==> config.mk <==
export PLATFORM = sky130hd
export DESIGN_NAME = imem_loader_flat
export DESIGN_NICKNAME = d
export VERILOG_FILES = /design/src/rtl/imem_loader_pkg.sv /design/src/rtl/imem_loader_if.sv /design/src/rtl/imem_loader_byte_packer.sv /design/src/rtl/imem_loader.sv /design/src/flat_wrapper.sv
export SDC_FILE = /design/constraint.sdc
export NUM_CORES = 1
export LEC_CHECK = 0
export ABC_AREA = 1
export CAP_MARGIN = 20
export CORE_ASPECT_RATIO = 1.2
export CORE_MARGIN = 10
export CORE_UTILIZATION = 50
export DETAILED_ROUTE_END_ITERATION = 10
export HOLD_SLACK_MARGIN = 0.08
export PLACE_DENSITY = 0.82
export SYNTH_ARGS = -nofsm -noshare
export SYNTH_HDL_FRONTEND = slang
export SYNTH_SLANG_ARGS = --single-unit
==> constraint.sdc <==
create_clock -name clk -period 7.99 [get_ports clk]
set_input_delay 1.9975 -clock clk [delete_from_list [all_inputs] [get_ports clk]]
set_output_delay 1.9975 -clock clk [all_outputs]
set_load 0.01 [all_outputs]
==> src/rtl/imem_loader_pkg.sv <==
// Shared types and helpers for the instruction-memory boot loader.
package imem_loader_pkg;

   typedef enum logic [2:0] {HDR, DATA, CHK, DONE, ERR} state_t;

   localparam int BYTES_PER_WORD = 4;
   localparam int BIDX_W         = $clog2(BYTES_PER_WORD);

   // Header byte to word count: 0 means a full memory, oversize counts saturate.
   function automatic int clamp_count(input logic [7:0] n, input int depth);
      int n_int;
      n_int = int'({24'd0, n});
      if (n_int == 0 || n_int > depth)
         return depth;
      return n_int;
   endfunction

endpackage

==> src/rtl/imem_loader_if.sv <==
// Byte-stream channel into the loader. A byte transfers on a rising edge where
// in_valid && in_ready; in_ready depends only on loader state, never on in_valid.
interface imem_loader_if;
   logic       in_valid;
   logic [7:0] in_data;
   logic       in_ready;

   modport master (output in_valid, output in_data, input in_ready);
   modport slave  (input in_valid, input in_data, output in_ready);
endinterface

==> src/rtl/imem_loader_byte_packer.sv <==
// Assembles big-endian 32-bit words from a byte stream, first byte into [31:24].
module imem_loader_byte_packer
   import imem_loader_pkg::*;
(
   input  logic        clk,
   input  logic        reset,
   input  logic        clr,
   input  logic        byte_en,
   input  logic [7:0]  byte_in,
   output logic [31:0] word,
   output logic        word_valid
);

   logic [BIDX_W-1:0] idx_q;
   logic [23:0]       shift_q;

   always_ff @(posedge clk or posedge reset) begin
      if (reset) begin
         idx_q   <= '0;
         shift_q <= '0;
      end else if (clr) begin
         idx_q   <= '0;
         shift_q <= '0;
      end else if (byte_en) begin
         shift_q <= {shift_q[15:0], byte_in};
         idx_q   <= (idx_q == BIDX_W'(BYTES_PER_WORD - 1)) ? '0 : idx_q + BIDX_W'(1);
      end
   end

   // The completed word is presented combinationally on the edge taking the last byte.
   assign word       = {shift_q, byte_in};
   assign word_valid = byte_en && (idx_q == BIDX_W'(BYTES_PER_WORD - 1));

endmodule

==> src/rtl/imem_loader.sv <==
// Boot-time instruction memory writer: header, N big-endian words, optional XOR
// check byte (IMEM_LOADER_CHECKSUM_EN), then releases the processor from reset.
module imem_loader
   import imem_loader_pkg::*;
#(
   parameter int DEPTH  = 64,
   parameter int ADDR_W = 6
) (
   input  logic              clk,
   input  logic              reset,
   imem_loader_if.slave      stream,
   input  logic              restart,
   output logic              imem_we,
   output logic [ADDR_W-1:0] imem_wa,
   output logic [31:0]       imem_wd,
   output logic              cpu_reset,
   output logic              done,
   output logic              err,
   output state_t            dbg_state
);

   localparam int CNT_W = ADDR_W + 1;

   state_t           state_q, state_d;
   logic             ready;
   logic             accept, hdr_take, data_take, restart_take;
   logic [CNT_W-1:0] wcnt_q, nwords_q;
   logic             last_word;
   logic [31:0]      word;
   logic             word_valid;

   assign accept       = stream.in_valid && ready;
   assign hdr_take     = accept && (state_q == HDR);
   assign data_take    = accept && (state_q == DATA);
   assign restart_take = restart && (state_q == DONE || state_q == ERR);
   assign last_word    = (wcnt_q + CNT_W'(1)) == nwords_q;
   assign stream.in_ready = ready;
   assign dbg_state    = state_q;

   imem_loader_byte_packer u_packer (
      .clk        (clk),
      .reset      (reset),
      .clr        (restart_take),
      .byte_en    (data_take),
      .byte_in    (stream.in_data),
      .word       (word),
      .word_valid (word_valid)
   );

`ifdef IMEM_LOADER_CHECKSUM_EN
   logic [7:0] chk_q;
   logic       chk_ok;

   always_ff @(posedge clk or posedge reset) begin
      if (reset)
         chk_q <= '0;
      else if (hdr_take || restart_take)
         chk_q <= '0;
      else if (data_take)
         chk_q <= chk_q ^ stream.in_data;
   end

   assign chk_ok = (stream.in_data == chk_q);
`endif

   always_ff @(posedge clk or posedge reset) begin
      if (reset)
         state_q <= HDR;
      else
         state_q <= state_d;
   end

   always_comb begin
      state_d = state_q;
      case (state_q)
         HDR:  if (hdr_take) state_d = DATA;
         DATA: begin
            if (word_valid && last_word) begin
`ifdef IMEM_LOADER_CHECKSUM_EN
               state_d = CHK;
`else
               state_d = DONE;
`endif
            end
         end
`ifdef IMEM_LOADER_CHECKSUM_EN
         CHK:  if (accept) state_d = chk_ok ? DONE : ERR;
         ERR:  if (restart_take) state_d = HDR;
`endif
         DONE: if (restart_take) state_d = HDR;
         default: state_d = HDR;
      endcase
   end

   // The processor leaves reset only once the final write pulse has retired.
   always_comb begin
      ready     = 1'b0;
      done      = 1'b0;
      err       = 1'b0;
      cpu_reset = 1'b1;
      case (state_q)
         HDR, DATA: ready = 1'b1;
`ifdef IMEM_LOADER_CHECKSUM_EN
         CHK:  ready = 1'b1;
         ERR:  err   = 1'b1;
`endif
         DONE: begin
            done      = 1'b1;
            cpu_reset = imem_we;
         end
         default: ready = 1'b0;
      endcase
   end

   always_ff @(posedge clk or posedge reset) begin
      if (reset) begin
         imem_we  <= 1'b0;
         imem_wa  <= '0;
         imem_wd  <= '0;
         wcnt_q   <= '0;
         nwords_q <= '0;
      end else begin
         imem_we <= word_valid;
         if (word_valid) begin
            imem_wa <= wcnt_q[ADDR_W-1:0];
            imem_wd <= word;
            wcnt_q  <= wcnt_q + CNT_W'(1);
         end
         if (hdr_take) begin
            nwords_q <= CNT_W'(clamp_count(stream.in_data, DEPTH));
            wcnt_q   <= '0;
         end
         if (restart_take) begin
            nwords_q <= '0;
            wcnt_q   <= '0;
         end
      end
   end

endmodule
==> src/flat_wrapper.sv <==
// flat-port wrapper written by rule: the top's interface ports become plain ports
module imem_loader_flat import imem_loader_pkg::*;
#(
   parameter int DEPTH  = 64,
   parameter int ADDR_W = 6
)
  (clk, reset, restart, imem_we, imem_wa, imem_wd, cpu_reset, done, err, dbg_state, stream_in_valid, stream_in_data, stream_in_ready);
  imem_loader_if stream_i ();
  input  logic clk;
  input  logic reset;
  input  logic restart;
  output logic imem_we;
  output logic [ADDR_W-1:0] imem_wa;
  output logic [31:0] imem_wd;
  output logic cpu_reset;
  output logic done;
  output logic err;
  output state_t dbg_state;
  input wire logic [$bits(stream_i.in_valid)-1:0] stream_in_valid;
  input wire logic [$bits(stream_i.in_data)-1:0] stream_in_data;
  output wire logic [$bits(stream_i.in_ready)-1:0] stream_in_ready;
  assign stream_i.in_valid = stream_in_valid;
  assign stream_i.in_data = stream_in_data;
  assign stream_in_ready = stream_i.in_ready;
  imem_loader #(.DEPTH(DEPTH), .ADDR_W(ADDR_W)) u_core (.clk(clk), .reset(reset), .stream(stream_i), .restart(restart), .imem_we(imem_we), .imem_wa(imem_wa), .imem_wd(imem_wd), .cpu_reset(cpu_reset), .done(done), .err(err), .dbg_state(dbg_state));
endmodule
==> summary.md <==
| Metric | Value |
|---|---|
| Status | completed |
| Port Buffers | 55 |
| Die X | 95.33 um |
| Share of layout cells above drive strength 1 | 0.06651 |
| Cts hold-fix bufs | 0 |
| Final hold vios | 0 |
| Die area | 10,520 um^2 |
| Setup_tns | 0 ns |
| DP HPWL | 5.436 mm |
| Final setup viols | 0 |
| Slew margin rel. | 0.3488 |
| Initial antenna violation count | 0 |
| Worst vdd ir | 155.5 uV |
| Fin worst setup slack | approximately 4.4 ns |
| Synth cell types | 25 |
| CP required | 5.99 ns |
| Final Skew | 0.01037 ns |
| Register area share after synthesis | 0.5954 |
| Sw Pwr | ~0.00055 W |
| RSZ-0062 raised after global routing | no |
| Final #Nets | 446 |
| Fmax | 274.7 MHz |
| TritonCTS clock tree | done |
| Most frequent cells in the layout | 126 x nand2_1, 81 x dfrtp_1, 55 x clkdlybuf4s50_1 |
| H-tree depth | 3 |
| Worst-path fanout max | 5 |
| Core Util, Final | 0.6386 |
| Post-Syn Area per Cell | 8.959 um^2 |
| Largest net degree at the start of global routing | 82 |
| Clk slew on worst S/H paths | around 0.070 ns |
| Dpl ws | 4.011 ns |
| Antenna Cells | 0 |
| Final Cycle Share | 0.4556 |
| Grt total ovfl | 0 |
| Cell Chain, Critical Path | nand2_1 > or2_2 > clkdlybuf4s50_1 |
| Endpoint class of the critical path | output port |
| Comb power frac | 0.377 |
| Slowest cell on crit path | clkdlybuf4s50_1 |
| CTS root buffer | clkbuf_8 |
| Wire per inst | 14.68 um |
| Critical path data arrival time | 1.64 ns |
| Cts bufs inserted | 9 |
| Clock network fraction of total power | 0.183 |
| Critical path class | reg2out |
| PwrDens | 369.8 nW/um^2 |
| DR iter-0 viols | around 140 |
| DR WL met3 | 270 um |
| Wire length on met1 | ~3.1 mm |
| Sw frac | 0.3567 |
| LEAKAGE | ~2.1 nW |
| Min Clock Period, post-route | 3.640 ns |
| Initial Utilization | 0.5217 |
| CORE AREA | 6526 um^2 |
| Leading cell type in the layout, fill and taps excluded | nand2_1 |
| Post-CTS setup buffers | 0 |
| RD Place Congestion | 0.8316 |
| Via density | 5.086 |
| PnR Total Power | around 0.0015 W |
| Routed Antenna Nets | 0 |
| Max incr delay on CP | ~0.5 ns |
| Finished Layout Cells | 521 |
| GRT Total Usage | 0.1521 |
| DR pass1 iterations | 4 |
| First-pass GRT wire length | 12.65 mm |
| Sink Count | between 80 and 90 |
| Dpl cells | about 510 |
| Worst hold path class | reg2reg |
| Post-Syn Instances | 380 |
| Area growth from synthesis to layout | 22.42% |
| Post-synth EDFFs | 0 |
| Synth top area cells | dfrtp_1 60%, nand2_1 14%, o21ai_0 6.2%, inv_1 4.1%, o22ai_1 2.8% |
| Total wire length | 7.648 mm |
| Reg area | 2027 um^2 |
| Reg2reg start | u_core.dbg_state[1]$_DFFE_PP0P_ |
| Vias | 2,650 |
| Drc violations | 0 |
| Hold Crit Start | u_core.imem_wa[2]$_DFFE_PP0P_ |
| Via count of the first global-routing pass | 2,649 |
| CP startpoint | u_core.dbg_state[1]$_DFFE_PP0P_ |
| Share of synthesized registers carrying an async set or reset | 1.000 |
| Io pins | 58 |
| Internal power | ~0.001 W |
| # rows | 32 |
| Layout fillers | 551 |
| Longest Clk Path Bufs | 2 |
| YS warnings | 0 |
| Yosys reg bits | 81 |
| Reg power frac | 0.440 |
| Synth Flop Type | dfrtp_1 |
| Synth top area share | 0.5954 |
| Max cap viols | 0 |
| CP Launch Type | register |
| WL met2 | just over 4 mm |
| Pins Over Slew Limit | 0 |
| Worst Tran Pin Value | 0.9769 ns |
| Die height | 110.4 um |
| Clk Latency, worst-skew pair | 0.34 ns |
| Post-CTS Resized | 0 |
| Area of the multi-input gates | 1134 um^2 |
| Synthesized cell area | 3405 um^2 |
| Largest area contributor in the netlist | dfrtp_1 |
| Highest routed metal layer | met4 |
==> cells by family (layout without fill, tap and decap cells) <==
group / Yosys count / after routing / share of synthesized area
AOI/OAI and AO/OA: 62 / 62 / 0.09996
other: 1 / 2 / 0.001101
xor gates and xnor gates: 1 / 1 / 0.002573
DFF: 81 / 81 / 0.5954
buffers and inverters: 58 / 113 / 0.07277
and+or+nand+nor: 175 / 175 / 0.2209
adders and majority gates: 2 / 2 / 0.007349
==> worst paths after layout <==
path	slack [ns]	cells after the start	end
setup reg to reg	6.01	7	u_core.wcnt_q[5]$_DFFE_PP0P_
setup / recovery	4.35	3	cpu_reset
max in group asynchronous	5.08	3	u_core.u_packer.shift_q[2]$_DFFE_PP0P_
min in group asynchronous	2.28	3	u_core.imem_wd[22]$_DFFE_PP0P_
hold reg to reg	0.48	2	u_core.imem_wa[2]$_DFFE_PP0P_
hold / removal	0.48	2	u_core.imem_wa[2]$_DFFE_PP0P_
==> cell type report <==
class                   instances  share of cell area
flip-flops and latches         81              0.4863
multi-input cells             242              0.2720
repair buffers                 56              0.1339
inverters                      42             0.03783
clock buffers                  10             0.03062
well taps                      85             0.02552
clock inverters                 5             0.01381
==> sequential cells by signal, indices dropped and copies added (netlist names) <==
register                 flops
u_core.nwords_q              7
u_core.dbg_state             2
u_core.wcnt_q                7
u_core.imem_wd              32
u_core.u_packer.idx_q        2
u_core.imem_we               1
u_core.imem_wa               6
u_core.u_packer.shift_q     24
==> critical path, delay by kind of cell, from the launching register on <==
| kind | cells | cell delay (ns) |
|---|---|---|
| and+or+nand+nor | 2 | 0.39 |
| DFF | 1 | 0.43 |
| buffers and inverters | 1 | 0.49 |
==> per-layer routing <==
layer  track usage  vias up
met5             0        -
met2        0.2693       32
met4       0.07066        0
met1        0.1753     1294
met3       0.02503        9
li1              -     1315
==> power groups by stage <==
stage               combinational [W]  clock (W)  sequential, W
global placement             0.000568          0       0.000679
detailed placement           0.000588          0       0.000684
floorplan                    0.000302          0       0.000698
finish                       0.000581   0.000282       0.000678
CTS                          0.000592   0.000287       0.000678
global route                 0.000659   0.000304       0.000696
==> synth_stat cells (5+ instances only) <==
library cell and number:
inv_1 37, o22ai_1 15, buf_4 5, nand3_1 18
nand2_1 126, o21ai_0 42, buf_2 9, nor2_1 12
inv_2 5, nand3b_1 8, dfrtp_1 81
==> metrics by stage <==
step           hold slack (ns)  instance area, um^2
2_1_floorplan           0.4422                 3408
3_3_place_gp            0.4549                 3983
3_5_place_dp            0.4623                 3983
4_1_cts                 0.4881                 4168
5_1_grt                 0.5176                 4168
6_report                0.4841                 4168
Power figures use the tool's default switching activity.
